==> src/rtl/seven_seg_scan_if.sv <==
// Bus bundle for the multiplexed seven-segment scanner: display data and
// strobes going in, segment/anode pins and the frame marker coming out.
interface seven_seg_scan_if #(
    parameter int NUM_DIGITS = 4
) ();
    logic                      en;
    logic                      load;
    logic [4*NUM_DIGITS-1:0]   value;
    logic [NUM_DIGITS-1:0]     dp;
    logic [NUM_DIGITS-1:0]     blank;
    logic [6:0]                seg;
    logic                      dp_out;
    logic [NUM_DIGITS-1:0]     an;
    logic                      frame_start;

    modport master (
        output en, load, value, dp, blank,
        input  seg, dp_out, an, frame_start
    );

    modport slave (
        input  en, load, value, dp, blank,
        output seg, dp_out, an, frame_start
    );
endinterface

==> src/rtl/seven_seg_scan.sv <==
// Multiplexed seven-segment display scanner. Data is double-buffered:
// loads land in a staged set and only reach the displayed set at the frame
// wrap, so a frame never shows a mix of old and new digits.
module seven_seg_scan #(
    parameter int NUM_DIGITS     = 4,
    parameter int REFRESH_DIV    = 50000,
    parameter int SEG_ACTIVE_LOW = 0
) (
    input  logic              clk,
    input  logic              rst_n,
    seven_seg_scan_if.slave   bus
);
    localparam int IDX_W = (NUM_DIGITS > 1) ? $clog2(NUM_DIGITS) : 1;
    localparam int DIV_W = $clog2(REFRESH_DIV);
    localparam logic [IDX_W-1:0]      IDX_LAST = IDX_W'(NUM_DIGITS - 1);
    localparam logic [DIV_W-1:0]      DIV_LAST = DIV_W'(REFRESH_DIV - 1);
    // Pin polarity masks, applied last so off/reset values invert too.
    localparam logic [6:0]            SEG_POL  = (SEG_ACTIVE_LOW != 0) ? 7'h7F : 7'h00;
    localparam logic                  DP_POL   = (SEG_ACTIVE_LOW != 0);
    localparam logic [NUM_DIGITS-1:0] AN_POL   = (SEG_ACTIVE_LOW != 0) ?
                                                 {NUM_DIGITS{1'b1}} : {NUM_DIGITS{1'b0}};

    // Hex nibble to active-high segments, bit 0 = a ... bit 6 = g.
    function automatic logic [6:0] hex_to_seg(input logic [3:0] nib);
        logic [6:0] s;
        case (nib)
            4'h0:    s = 7'h3F;
            4'h1:    s = 7'h06;
            4'h2:    s = 7'h5B;
            4'h3:    s = 7'h4F;
            4'h4:    s = 7'h66;
            4'h5:    s = 7'h6D;
            4'h6:    s = 7'h7D;
            4'h7:    s = 7'h07;
            4'h8:    s = 7'h7F;
            4'h9:    s = 7'h6F;
            4'hA:    s = 7'h77;
            4'hB:    s = 7'h7C;
            4'hC:    s = 7'h39;
            4'hD:    s = 7'h5E;
            4'hE:    s = 7'h79;
            4'hF:    s = 7'h71;
            default: s = 7'h00;
        endcase
        return s;
    endfunction

    logic [DIV_W-1:0]        div_cnt_r, div_nxt_s;
    logic [IDX_W-1:0]        idx_r, idx_nxt_s;
    logic                    wrap_s;
    logic                    pending_r;
    logic [4*NUM_DIGITS-1:0] stg_value_r, disp_value_r;
    logic [NUM_DIGITS-1:0]   stg_dp_r, disp_dp_r;
    logic [NUM_DIGITS-1:0]   stg_blank_r, disp_blank_r;
    logic [3:0]              digit_s;
    logic [6:0]              seg_s;
    logic                    dp_s;
    logic [NUM_DIGITS-1:0]   an_s;
    logic [6:0]              seg_r;
    logic                    dp_out_r;
    logic [NUM_DIGITS-1:0]   an_r;
    logic                    frame_start_r;

    // Scan position update: divider terminal count advances the digit index.
    always_comb begin
        div_nxt_s = div_cnt_r;
        idx_nxt_s = idx_r;
        wrap_s    = 1'b0;
        if (bus.en) begin
            if (div_cnt_r == DIV_LAST) begin
                div_nxt_s = {DIV_W{1'b0}};
                if (idx_r == IDX_LAST) begin
                    idx_nxt_s = {IDX_W{1'b0}};
                    wrap_s    = 1'b1;
                end else begin
                    idx_nxt_s = idx_r + IDX_W'(1);
                end
            end else begin
                div_nxt_s = div_cnt_r + DIV_W'(1);
            end
        end else begin
            div_nxt_s = div_cnt_r;
            idx_nxt_s = idx_r;
        end
    end

    // Scan position register.
    always_ff @(posedge clk or negedge rst_n) begin
        if (!rst_n) begin
            div_cnt_r <= {DIV_W{1'b0}};
            idx_r     <= {IDX_W{1'b0}};
        end else begin
            div_cnt_r <= div_nxt_s;
            idx_r     <= idx_nxt_s;
        end
    end

    // Staged/displayed data sets; displayed only changes on the wrap cycle.
    always_ff @(posedge clk or negedge rst_n) begin
        if (!rst_n) begin
            pending_r    <= 1'b0;
            stg_value_r  <= {(4*NUM_DIGITS){1'b0}};
            stg_dp_r     <= {NUM_DIGITS{1'b0}};
            stg_blank_r  <= {NUM_DIGITS{1'b0}};
            disp_value_r <= {(4*NUM_DIGITS){1'b0}};
            disp_dp_r    <= {NUM_DIGITS{1'b0}};
            disp_blank_r <= {NUM_DIGITS{1'b0}};
        end else if (bus.load && wrap_s) begin
            stg_value_r  <= bus.value;
            stg_dp_r     <= bus.dp;
            stg_blank_r  <= bus.blank;
            disp_value_r <= bus.value;
            disp_dp_r    <= bus.dp;
            disp_blank_r <= bus.blank;
            pending_r    <= 1'b0;
        end else if (wrap_s && pending_r) begin
            disp_value_r <= stg_value_r;
            disp_dp_r    <= stg_dp_r;
            disp_blank_r <= stg_blank_r;
            pending_r    <= 1'b0;
        end else if (bus.load) begin
            stg_value_r  <= bus.value;
            stg_dp_r     <= bus.dp;
            stg_blank_r  <= bus.blank;
            pending_r    <= 1'b1;
        end
    end

    // Pin values for the current digit: disable, blanking and anti-ghost gap.
    always_comb begin
        digit_s = disp_value_r[{idx_r, 2'b00} +: 4];
        seg_s   = 7'h00;
        dp_s    = 1'b0;
        an_s    = {NUM_DIGITS{1'b0}};
        if (bus.en) begin
            for (int k = 0; k < NUM_DIGITS; k++) begin
                an_s[k] = (idx_r == IDX_W'(k)) && (div_cnt_r != DIV_LAST);
            end
            if (disp_blank_r[idx_r]) begin
                seg_s = 7'h00;
                dp_s  = 1'b0;
            end else begin
                seg_s = hex_to_seg(digit_s);
                dp_s  = disp_dp_r[idx_r];
            end
        end else begin
            seg_s = 7'h00;
            dp_s  = 1'b0;
            an_s  = {NUM_DIGITS{1'b0}};
        end
    end

    // Output registers with pin polarity applied.
    always_ff @(posedge clk or negedge rst_n) begin
        if (!rst_n) begin
            seg_r         <= SEG_POL;
            dp_out_r      <= DP_POL;
            an_r          <= AN_POL;
            frame_start_r <= 1'b0;
        end else begin
            seg_r         <= seg_s ^ SEG_POL;
            dp_out_r      <= dp_s ^ DP_POL;
            an_r          <= an_s ^ AN_POL;
            frame_start_r <= wrap_s;
        end
    end

    assign bus.seg         = seg_r;
    assign bus.dp_out      = dp_out_r;
    assign bus.an          = an_r;
    assign bus.frame_start = frame_start_r;
endmodule
==> src/flat_wrapper.sv <==
// flat-port wrapper written by rule: the top's interface ports become plain ports
module seven_seg_scan_flat 
#(
    parameter int NUM_DIGITS     = 4,
    parameter int REFRESH_DIV    = 50000,
    parameter int SEG_ACTIVE_LOW = 0
)
  (clk, rst_n, bus_en, bus_load, bus_value, bus_dp, bus_blank, bus_seg, bus_dp_out, bus_an, bus_frame_start);
  seven_seg_scan_if #(.NUM_DIGITS(NUM_DIGITS)) bus_i ();
  input  logic clk;
  input  logic rst_n;
  input wire logic [$bits(bus_i.en)-1:0] bus_en;
  input wire logic [$bits(bus_i.load)-1:0] bus_load;
  input wire logic [$bits(bus_i.value)-1:0] bus_value;
  input wire logic [$bits(bus_i.dp)-1:0] bus_dp;
  input wire logic [$bits(bus_i.blank)-1:0] bus_blank;
  output wire logic [$bits(bus_i.seg)-1:0] bus_seg;
  output wire logic [$bits(bus_i.dp_out)-1:0] bus_dp_out;
  output wire logic [$bits(bus_i.an)-1:0] bus_an;
  output wire logic [$bits(bus_i.frame_start)-1:0] bus_frame_start;
  assign bus_i.en = bus_en;
  assign bus_i.load = bus_load;
  assign bus_i.value = bus_value;
  assign bus_i.dp = bus_dp;
  assign bus_i.blank = bus_blank;
  assign bus_seg = bus_i.seg;
  assign bus_dp_out = bus_i.dp_out;
  assign bus_an = bus_i.an;
  assign bus_frame_start = bus_i.frame_start;
  seven_seg_scan #(.NUM_DIGITS(NUM_DIGITS), .REFRESH_DIV(REFRESH_DIV), .SEG_ACTIVE_LOW(SEG_ACTIVE_LOW)) u_core (.clk(clk), .rst_n(rst_n), .bus(bus_i));
endmodule
==> config.mk <==
export PLATFORM = sky130hd
export DESIGN_NAME = seven_seg_scan_flat
export DESIGN_NICKNAME = d
export VERILOG_FILES = /design/src/rtl/seven_seg_scan_if.sv /design/src/rtl/seven_seg_scan.sv /design/src/flat_wrapper.sv
export SDC_FILE = /design/constraint.sdc
export NUM_CORES = 1
export LEC_CHECK = 0
export ABC_AREA = 0
export CAP_MARGIN = 25
export CORE_ASPECT_RATIO = 0.7
export CORE_MARGIN = 3
export CORE_UTILIZATION = 30
export DETAILED_ROUTE_END_ITERATION = 10
export PLACE_DENSITY = 0.47
export SYNTH_ARGS = -nofsm -noshare
export SYNTH_HDL_FRONTEND = slang
export SYNTH_SLANG_ARGS = --single-unit
==> constraint.sdc <==
create_clock -name clk -period 2.3 [get_ports clk]
set_clock_uncertainty 0.15 [all_clocks]
set_input_delay 0.575 -clock clk [delete_from_list [all_inputs] [get_ports clk]]
set_output_delay 0.575 -clock clk [all_outputs]
set_load 0.03 [all_outputs]
# [Word-level counts from Yosys, hierarchy flattened]
# Memory sizes are Yosys's and may differ from the RTL's.
# Cells that the tools add are included.
[op_classes] n_eq_ne=6 n_shift=1 n_addsub=2 mux=32 n_lt_le_gt_ge=1 reduce_logical=12
[ops] operator="$mux W16" n=6
[ops] operator="$mux W4" n=11
[ops] operator="$add A16 B1 Y16 const B" n=1
[ops] operator="$eq A16 B16 Y1 const B" n=1
[ops] operator="$ne A16 B16 Y1 const B" n=1
[ops] operator="$shiftx A16 B5 Y4" n=1
[ops] operator="$mux W7" n=2
[ops] operator="$mux W1" n=10
[ops] operator="$logic_and A1 B1 Y1" n=6
[ops] operator="$bmux W1 S2" n=2
[ops] operator="$eq A2 B2 Y1 const B" n=2
[ops] operator="$reduce_and A2 Y1" n=2
[ops] operator="$reduce_bool A2 Y1" n=2
[ops] operator="$lt A2 B3 Y1 const B" n=1
[ops] operator="$reduce_bool A3 Y1" n=1
[ops] operator="$add A2 B1 Y2 const B" n=1
[ops] operator="$eq A2 B1 Y1 const B" n=1
[ops] operator="$logic_not A2 Y1" n=1
[ops] operator="$mux W2" n=1
[ops] operator="$ne A2 B1 Y1 const B" n=1
[word_totals] mem_count=1 elab_cells=68 mem_bits_ro=112 reg_bits=80
[mem_list] memory="(name not given)" depth=16 width=7 rd=1 rd_ports_with_merged_regs=0 wr=0 line="seven_seg_scan.sv:26" source="case (nib)"

# [Logic depth before layout (Yosys ltp)]
# Gate-level depths: netlist of run 1.
[logic_depth] word_depth=7 ltp_mapped=7 ltp_nobuf=6

# [Worst setup path before layout of run 1]
# No wires, ideal clock.
[synth_path] kind="reg2reg" startpoint="reg u_core.idx_r[0]" endpoint="reg u_core.seg_r[0], in the netlist u_core.bus.seg[0]" arrival_time_ps=2047 slack_ps=30 stages_incl_launch_ff=7 period_less_slack_ps=2270 t_required_ps=2077 cell_sequence="dfrtp_1 -> buf_2 -> mux4_2 -> ha_1 -> or3b_2 -> o221ai_1 -> nor2b_1"
[synth_via] elab_chain_cells=4 elab_cells_between_ends=6 cone_classes="shift (1); mux (4); memory (1)"
[synth_rtl] item="start: declaration" line="seven_seg_scan.sv:49" source="logic [IDX_W-1:0] idx_r, idx_nxt_s;"
[synth_rtl] item="start signal: assignment" line="seven_seg_scan.sv:91" source="idx_r <= {IDX_W{1'b0}};"
[synth_rtl] item="start signal: assignment" line="seven_seg_scan.sv:94" source="idx_r <= idx_nxt_s;"
[synth_rtl] item="$shiftx A16 B5 Y4 / $bmux W1 S2 (equally long branches)" line="seven_seg_scan.sv:131, seven_seg_scan.sv:139"
[synth_rtl] item="$mem_v2 Z16 W7 / $mux W1 (equally long branches)"
[synth_rtl] item="$mux W7 (*)" line="seven_seg_scan.sv:139" source="if (disp_blank_r[idx_r]) begin"
[synth_rtl] item="$mux W7 (*)" line="seven_seg_scan.sv:135" source="if (bus.en) begin"
[synth_rtl] item="via u_core.seg_s[0]" line="seven_seg_scan.sv:56" source="logic [6:0] seg_s;"
[synth_rtl] item="end signal: assignment" line="seven_seg_scan.sv:161" source="seg_r <= seg_s ^ SEG_POL;"
[synth_rtl] item="end: declaration" line="seven_seg_scan.sv:59" source="logic [6:0] seg_r;"
# Mark *: on every way through the listed nets, which the timed path passes. The rest lies on a longest branch. The select of a mux whose other input is x is not followed.
# A chain may end at the register's enable or synchronous reset.

# [Final worst setup path of run 1]
[layout_path] startpoint="in bus_en" endpoint="reg u_core.disp_blank_r[3]"
[layout_via] elab_chain_cells=3 elab_cells_between_ends=5 cone_classes="mux (2); reduce/logical (3)"
[layout_rtl] item="start: declaration" line="flat_wrapper.sv:12" source="input wire logic [$bits(bus_i.en)-1:0] bus_en;"
[layout_rtl] item="$mux W1 (*)" line="seven_seg_scan.sv:69" source="if (bus.en) begin"
[layout_rtl] item="$logic_and A1 B1 Y1, on equally long branches" line="seven_seg_scan.sv:108, seven_seg_scan.sv:116"
[layout_rtl] item="$mux W4 / $reduce_bool A2 Y1 (equally long branches)"
[layout_rtl] item="end signal: assignment" line="seven_seg_scan.sv:107" source="disp_blank_r <= {NUM_DIGITS{1'b0}};"
[layout_rtl] item="end signal: assignment" line="seven_seg_scan.sv:114" source="disp_blank_r <= bus.blank;"
[layout_rtl] item="end signal: assignment" line="seven_seg_scan.sv:119" source="disp_blank_r <= stg_blank_r;"
[layout_rtl] item="end: declaration" line="seven_seg_scan.sv:54" source="logic [NUM_DIGITS-1:0] stg_blank_r, disp_blank_r;"
# Mark *: on every way between the ends. The rest lies on a longest branch, timed or not.

==> results of run 1 <==
[routing by layer]
layer	up-vias	wire (um)	global-route usage, %	part of all wire (%)
met5	-	0	0	0
met4	0	107	4.10	1.3
met3	9	420	3.70	5.0
met2	60	3570	18.1	42
met1	1268	4340	18.9	51
li1	1282	-	-	-
[cell type report]
cell class	count	share of cell area [%]
well taps	157	4.03
clock buffers	13	5.34
flip-flops and latches	80	41.1
inverters	8	0.616
clock inverters	3	0.822
repair buffers	67	13.0
multi-input cells	212	35.1
[layout by cell type, fill, tap and decap left out, drive strengths merged, types with 3 or more instances in the layout]
cell type	count
dfrtp	80
clkdlybuf4s50	38
mux2	35
nor2	32
buf	29
nor3	18
a31oi	16
o221a	16
clkbuf	13
nand2	12
ha	11
xnor2	9
inv	8
nand4	6
mux4	6
and2	6
nor2b	5
o21ai	5
nand3	5
xor2	4
nor4	4
nand2b	3
[flip-flops by register name, summed over array words and instances (netlist names)]
register	cells
u_core.bus.frame_start	1
u_core.disp_dp_r	4
u_core.pending_r	1
u_core.div_cnt_r	16
u_core.disp_blank_r	4
u_core.stg_blank_r	4
u_core.stg_value_r	16
u_core.bus.dp_out	1
u_core.idx_r	2
u_core.bus.seg	7
u_core.stg_dp_r	4
u_core.bus.an	4
u_core.disp_value_r	16
[worst register-to-register path: stages, from the launching register on]
cell,delay [ps]
dfrtp_1,400
or4b_1,620
nor4_4,270
nand3_2,110
buf_4,190
mux2_1,320
[timing repair]
| action | CTS | global route |
|---|---|---|
| buffers inserted | 0 | 0 |
| endpoints found under the setup margin | 0 | 5 |
| resized for setup | 0 | 2 |
| hold buffers | 0 | 0 |
[metrics by stage]
stage	cells	instance area, um2	power [mW]	utilization, %	TNS, ps
6_report	540	4870	3.34	40.4	0
5_1_grt	540	4870	3.50	40.4	0
4_1_cts	540	4870	3.40	40.4	0
3_5_place_dp	524	4570	1.95	37.9	-4920
3_3_place_gp	524	4570	1.94	37.9	-4320
2_1_floorplan	320	3830	1.76	-	0
[power groups by stage]
stage          Sequential (mW)  Clock, mW  Combinational (mW)
2_1_floorplan             1.60          0               0.161
3_3_place_gp              1.59          0               0.350
3_5_place_dp              1.59          0               0.354
4_1_cts                   1.57       1.48               0.355
5_1_grt                   1.58       1.53               0.389
6_report                  1.57       1.43               0.347
[worst paths after layout]
path,slack [ps],startpoint,end
min reg2reg,340,u_core.div_cnt_r[15]$_DFFE_PN0P_,u_core.div_cnt_r[15]$_DFFE_PN0P_
min in group clk,340,u_core.div_cnt_r[15]$_DFFE_PN0P_,u_core.div_cnt_r[15]$_DFFE_PN0P_
max,130,bus_en,u_core.disp_blank_r[3]$_DFFE_PN0P_
max reg2reg,130,u_core.div_cnt_r[13]$_DFFE_PN0P_,u_core.disp_blank_r[3]$_DFFE_PN0P_
min,20,rst_n,u_core.bus.an[2]$_DFF_PN0_
max in group asynchronous,1420,rst_n,u_core.stg_value_r[12]$_DFFE_PN0P_
[logic make-up (layout without fill, tap and decap cells)]
logic type / after synthesis / after routing / synth area share [%]
and+or+nand+nor: 98 / 98 / 13.6
xor gates and xnor gates: 13 / 13 / 2.98
buffers and inverters: 28 / 91 / 3.07
adders and majority gates: 11 / 11 / 3.60
DFF: 80 / 80 / 52.3
muxes: 43 / 43 / 14.4
AOI/OAI and AO/OA: 47 / 47 / 10.0
==> summary.txt, run 1 <==
Critical path
  • Critical Path AT: 2230 ps
  • Worst Path Required: 2360 ps
  • Worst path slowest cell: clkdlybuf4s50_1
  • Buf/Inv on CP: 2
  • Worst R2R Path Depth: 5
  • CP cell instances: clkdlybuf4s50_1, nand4_1, nor4_4, nand3_2, buf_4, mux2_1
  • Crit Path Max Fanout: 8
  • Setup crit end kind: flip-flop
  • Setup crit start kind: input port
  • Worst setup path category: in2reg
  • Crit path max-delay family: buffers and inverters
  • WP depth: 6
  • Crit-path max cell delay: 490 ps

Drt
  • DRT iter0 DRCs: 114
  • Wire per inst: 15.6 um
  • # DRC: 0
  • Vias per cell: 4.85
  • Antenna viol nets, final: 0
  • 1st-pass router iterations: 4
  • Vias: 2,619
  • Total Wirelength: 8440 um

Power
  • Switch Pwr: 0.765 mW
  • Logic pwr share: 10.4%
  • Worst IR Drop VDD: 0.308 mV
  • Part of the power in registers: 46.9%
  • Pwr Density: 686 nW/um2
  • P_leak: 2.11 nW
  • Sw Share: 22.9%
  • Clock power frac: 42.8%
  • Int Pwr: 2.58 mW

Global routing
  • Total GRT Usage: 12.8%
  • Antenna violations before repair: 0
  • Wire length of the first global-routing pass: 14,300 um
  • GRT overflow: 0
  • Largest net degree at the start of global routing: 37
  • Vias in the first global route: 2,642

Clock network
  • CTS max path bufs: 2
  • Clock latency on the worst-skew pair: 330 ps
  • CTS sink count: 80
  • Clk pin slew, worst setup/hold paths: 60 ps
  • CTS H-Tree Depth: 3
  • CTS tree: built
  • Root Driver: clkbuf_16
  • Number of buffers created by CTS: 9

Place
  • Hpwl dp: 6070 um
  • Pre-CTS setup slack: -240 ps
  • Port Buf Inserts: 40
  • Gpl congestion: 0.795

Die
  • Core Rows: 33
  • Initial Utilization: 31.7%
  • Die area: 14,200 um2
  • DIE WIDTH: 141 um
  • I/O pin count: 41
  • Core box area: 12,100 um2
  • DIE HEIGHT: 100 um

Timing
  • Fin. Hold Viols: 0
  • Slew Limit Fails: 0
  • FMAX: 0.460 GHz
  • Tmin final: 2170 ps
  • RSZ-0062 raised after global routing: no
  • Fin crit share: 94.5%
  • Setup ws final: 126 ps
  • Final hold slack: 21.6 ps
  • Rel. slew slack: 73.5%
  • Slew @ Worst Pin: 397 ps
  • Final setup viols: 0

Synthesis
  • Asr flop ratio synth: 100%
  • Commonest cells post-synth: dfrtp_1 (80), nor2_1 (32), mux2_2 (31)
  • Synthesized Nets: 359
  • Synth top area share: 52.3%
  • Ys flop type: dfrtp_1
  • Sequential share of the synthesized area: 52.3%
  • Yosys warnings: 0
  • Synth area leader: dfrtp_1
  • Synth cell types: 42
  • Average size of a mapped cell: 12.0 um2
  • EDFF count, synth: 0
  • Most common cell in the synthesized netlist: dfrtp_1
  • Top cells by area, synth: dfrtp_1 (52%), mux2_2 (9.1%), ha_1 (3.6%)
  • Post-Syn Instances: 320
  • Syn Std Cell Area: 3830 um2
  • Yosys reg bits: 80

Cells and area
  • Layout overhead on the synthesized area: 27.3%
  • Antenna diodes: 0
  • Register area: 2000 um2
  • Multi-input logic area: 1710 um2
  • Share of layout cells above drive strength 1: 25.3%
  • Filler cells: 1,160
  • Nets: 417

Job
  • Max-Cap Viols: 0

Hold path
  • Hold/Removal Path Class: in2async

Run status
  • Outcome: completed
(Power assumes the default switching activity.)
==> run 2: changes to the inputs <==
Settings changed: MAX_ROUTING_LAYER from default to met4.
==> run 2 against run 1 <==
  * Sequential cell count is the same
  * Worst setup slack worse by 0.84 ps
  * Via count decreased by 0.23%
  * Register-to-register slack about the same
  * Sequential power about the same
  * Cell count unchanged
  * Fmax barely moved
  * Global-route usage up 0.38 points
  * Combinational power about the same
  * Sequential share of layout area is the same
  * Wire length up 0.31%
  * Hold slack about the same
==> summary.txt, run 2 (synthesized netlist as in run 1, its figures left out) <==
Global routing
  • Wire length of the first global-routing pass: 14,300 um (unchanged)
  • Largest net degree at the start of global routing: 37 (unchanged)
  • Antenna violations before repair: 0 (unchanged)
  • Vias in the first global route: 2,647 (+0.19%)
  • Total GRT Usage: 13.2% (+0.38 points)
  • GRT overflow: 0 (unchanged)

Drt
  • Vias per cell: 4.84 (-0.23%)
  • DRT iter0 DRCs: 101 (-11%)
  • Antenna viol nets, final: 0 (unchanged)
  • Wire per inst: 15.7 um (+0.31%)
  • # DRC: 0 (unchanged)
  • 1st-pass router iterations: 4 (unchanged)
  • Vias: 2,613 (-0.23%)
  • Total Wirelength: 8470 um (+0.31%)

Die
  • DIE HEIGHT: 100 um (unchanged)
  • Die area: 14,200 um2 (unchanged)
  • Initial Utilization: 31.7% (unchanged)
  • DIE WIDTH: 141 um (unchanged)
  • I/O pin count: 41 (unchanged)
  • Core Rows: 33 (unchanged)
  • Core box area: 12,100 um2 (unchanged)

Critical path
  • Setup crit start kind: input port
  • Worst R2R Start: u_core.div_cnt_r[13]$_DFFE_PN0P_
  • Crit Path Max Fanout: 8 (unchanged)
  • Worst setup path category: in2reg
  • Setup crit end kind: flip-flop
  • Worst setup startpoint: bus_en
  • Worst Path Required: 2360 ps (about the same)
  • Critical Path AT: 2240 ps (about the same)

Cells and area
  • Nets: 417 (unchanged)
  • Util after Layout: 40.4% (unchanged)
  • Final instance area: 4870 um2 (unchanged)
  • Biggest registers after layout: u_core.disp_value_r (16), u_core.div_cnt_r (16), u_core.stg_value_r (16)
  • Commonest non-fill, non-tap cell in the layout: dfrtp_1
  • Layout Cells excl Fill: 540 (unchanged)
  • Layout overhead on the synthesized area: 27.3% (unchanged)
  • Share of layout cells above drive strength 1: 25.3% (unchanged)
  • Most frequent cells in the layout: dfrtp_1 (79), clkdlybuf4s50_1 (38), nor2_1 (32)
  • Antenna diodes: 0 (unchanged)

Timing
  • Setup ws final: 125 ps (-0.844 ps)
  • Fin. Hold Viols: 0 (unchanged)
  • Rel. slew slack: 73.5% (about the same)
  • Final setup viols: 0 (unchanged)
  • RSZ-0062 raised after global routing: no
  • Tmin final: 2170 ps (+0.844 ps)
  • Slew @ Worst Pin: 397 ps (-0.230 ps)
  • FMAX: 0.460 GHz (about the same)
  • Slew Limit Fails: 0 (unchanged)
  • Fin crit share: 94.6% (about the same)

Clock network
  • CTS Hold Bufs: 0 (unchanged)
  • CTS max path bufs: 2 (unchanged)
  • CTS sink count: 80 (unchanged)
  • Root Driver: clkbuf_16
  • CTS H-Tree Depth: 3 (unchanged)
  • Clk pin slew, worst setup/hold paths: 60 ps (about the same)
  • Post-cts repair resize count: 0 (unchanged)
  • Post-CTS Setup Bufs: 0 (unchanged)
  • CTS tree: built
  • Clock latency on the worst-skew pair: 330 ps (about the same)
  • Number of buffers created by CTS: 9 (unchanged)

Hold path
  • Hold/Removal Path Class: in2async

Place
  • Post-place instance area: 4570 um2 (unchanged)
  • Pre-CTS setup slack: -240 ps (unchanged)
  • Inst Count DP: 524 (unchanged)
  • Port Buf Inserts: 40 (unchanged)
  • Gpl congestion: 0.806 (+1.4%)
  • Hpwl dp: 6070 um (unchanged)

Power
  • P_leak: 2.11 nW (unchanged)
  • Pwr Density: 686 nW/um2 (about the same)
  • Worst IR Drop VDD: 0.308 mV (about the same)
  • Power, Total: 3.34 mW (about the same)

Job
  • Max-Cap Viols: 0 (unchanged)

Run status
  • Outcome: completed
[run 2: cell counts in the layout (fill, tap and decap cells not counted)]
Identical to the previous run, type by type.
[run 2: critical path, cell delays in order]
cell,delay [ps]
clkdlybuf4s50_1,490
nand4_1,150
nor4_4,410
nand3_2,110
buf_4,190
mux2_1,320
[run 2: final timing paths]
kind                                                       to  slack (ps)  cells after the start
max                        u_core.disp_blank_r[3]$_DFFE_PN0P_         130                      6
min                                u_core.bus.an[2]$_DFF_PN0_          20                      1
max reg2reg                u_core.disp_blank_r[3]$_DFFE_PN0P_         130                      5
min reg2reg                  u_core.div_cnt_r[15]$_DFFE_PN0P_         340                      1
max in group asynchronous  u_core.stg_value_r[12]$_DFFE_PN0P_        1420                      2
min in group clk             u_core.div_cnt_r[15]$_DFFE_PN0P_         340                      1
[run 2: final cells by class]
| cell class | count | area [um2] |
|---|---|---|
| clock buffers | 13 | 260 |
| inverters | 8 | 30.0 |
| clock inverters | 3 | 40.0 |
| fillers | 1160 | 7180 |
| well taps | 157 | 196 |
| multi-input cells | 212 | 1710 |
| repair buffers | 67 | 633 |
| flip-flops and latches | 80 | 2000 |
[run 2: layer usage]
metal | vias to the layer above | routed length (um) | GRT usage, %
li1 | 1283 | - | -
met1 | 1268 | 4390 | 19.0
met2 | 53 | 3580 | 18.1
met3 | 9 | 386 | 3.60
met4 | 0 | 107 | 4.10
met5 | - | 0 | -
[run 2: where the power goes]
part	switching, mW	internal (mW)
Combinational	0.171	0.176
Clock	0.533	0.897
Sequential	0.0599	1.51
[run 2: per-stage QoR]
stage               hold WS [ps]  TNS (ps)
global route                47.4         0
global placement             325     -4320
detailed placement           335     -4920
floorplan                    129         0
finish                      21.4         0
CTS                         29.1         0
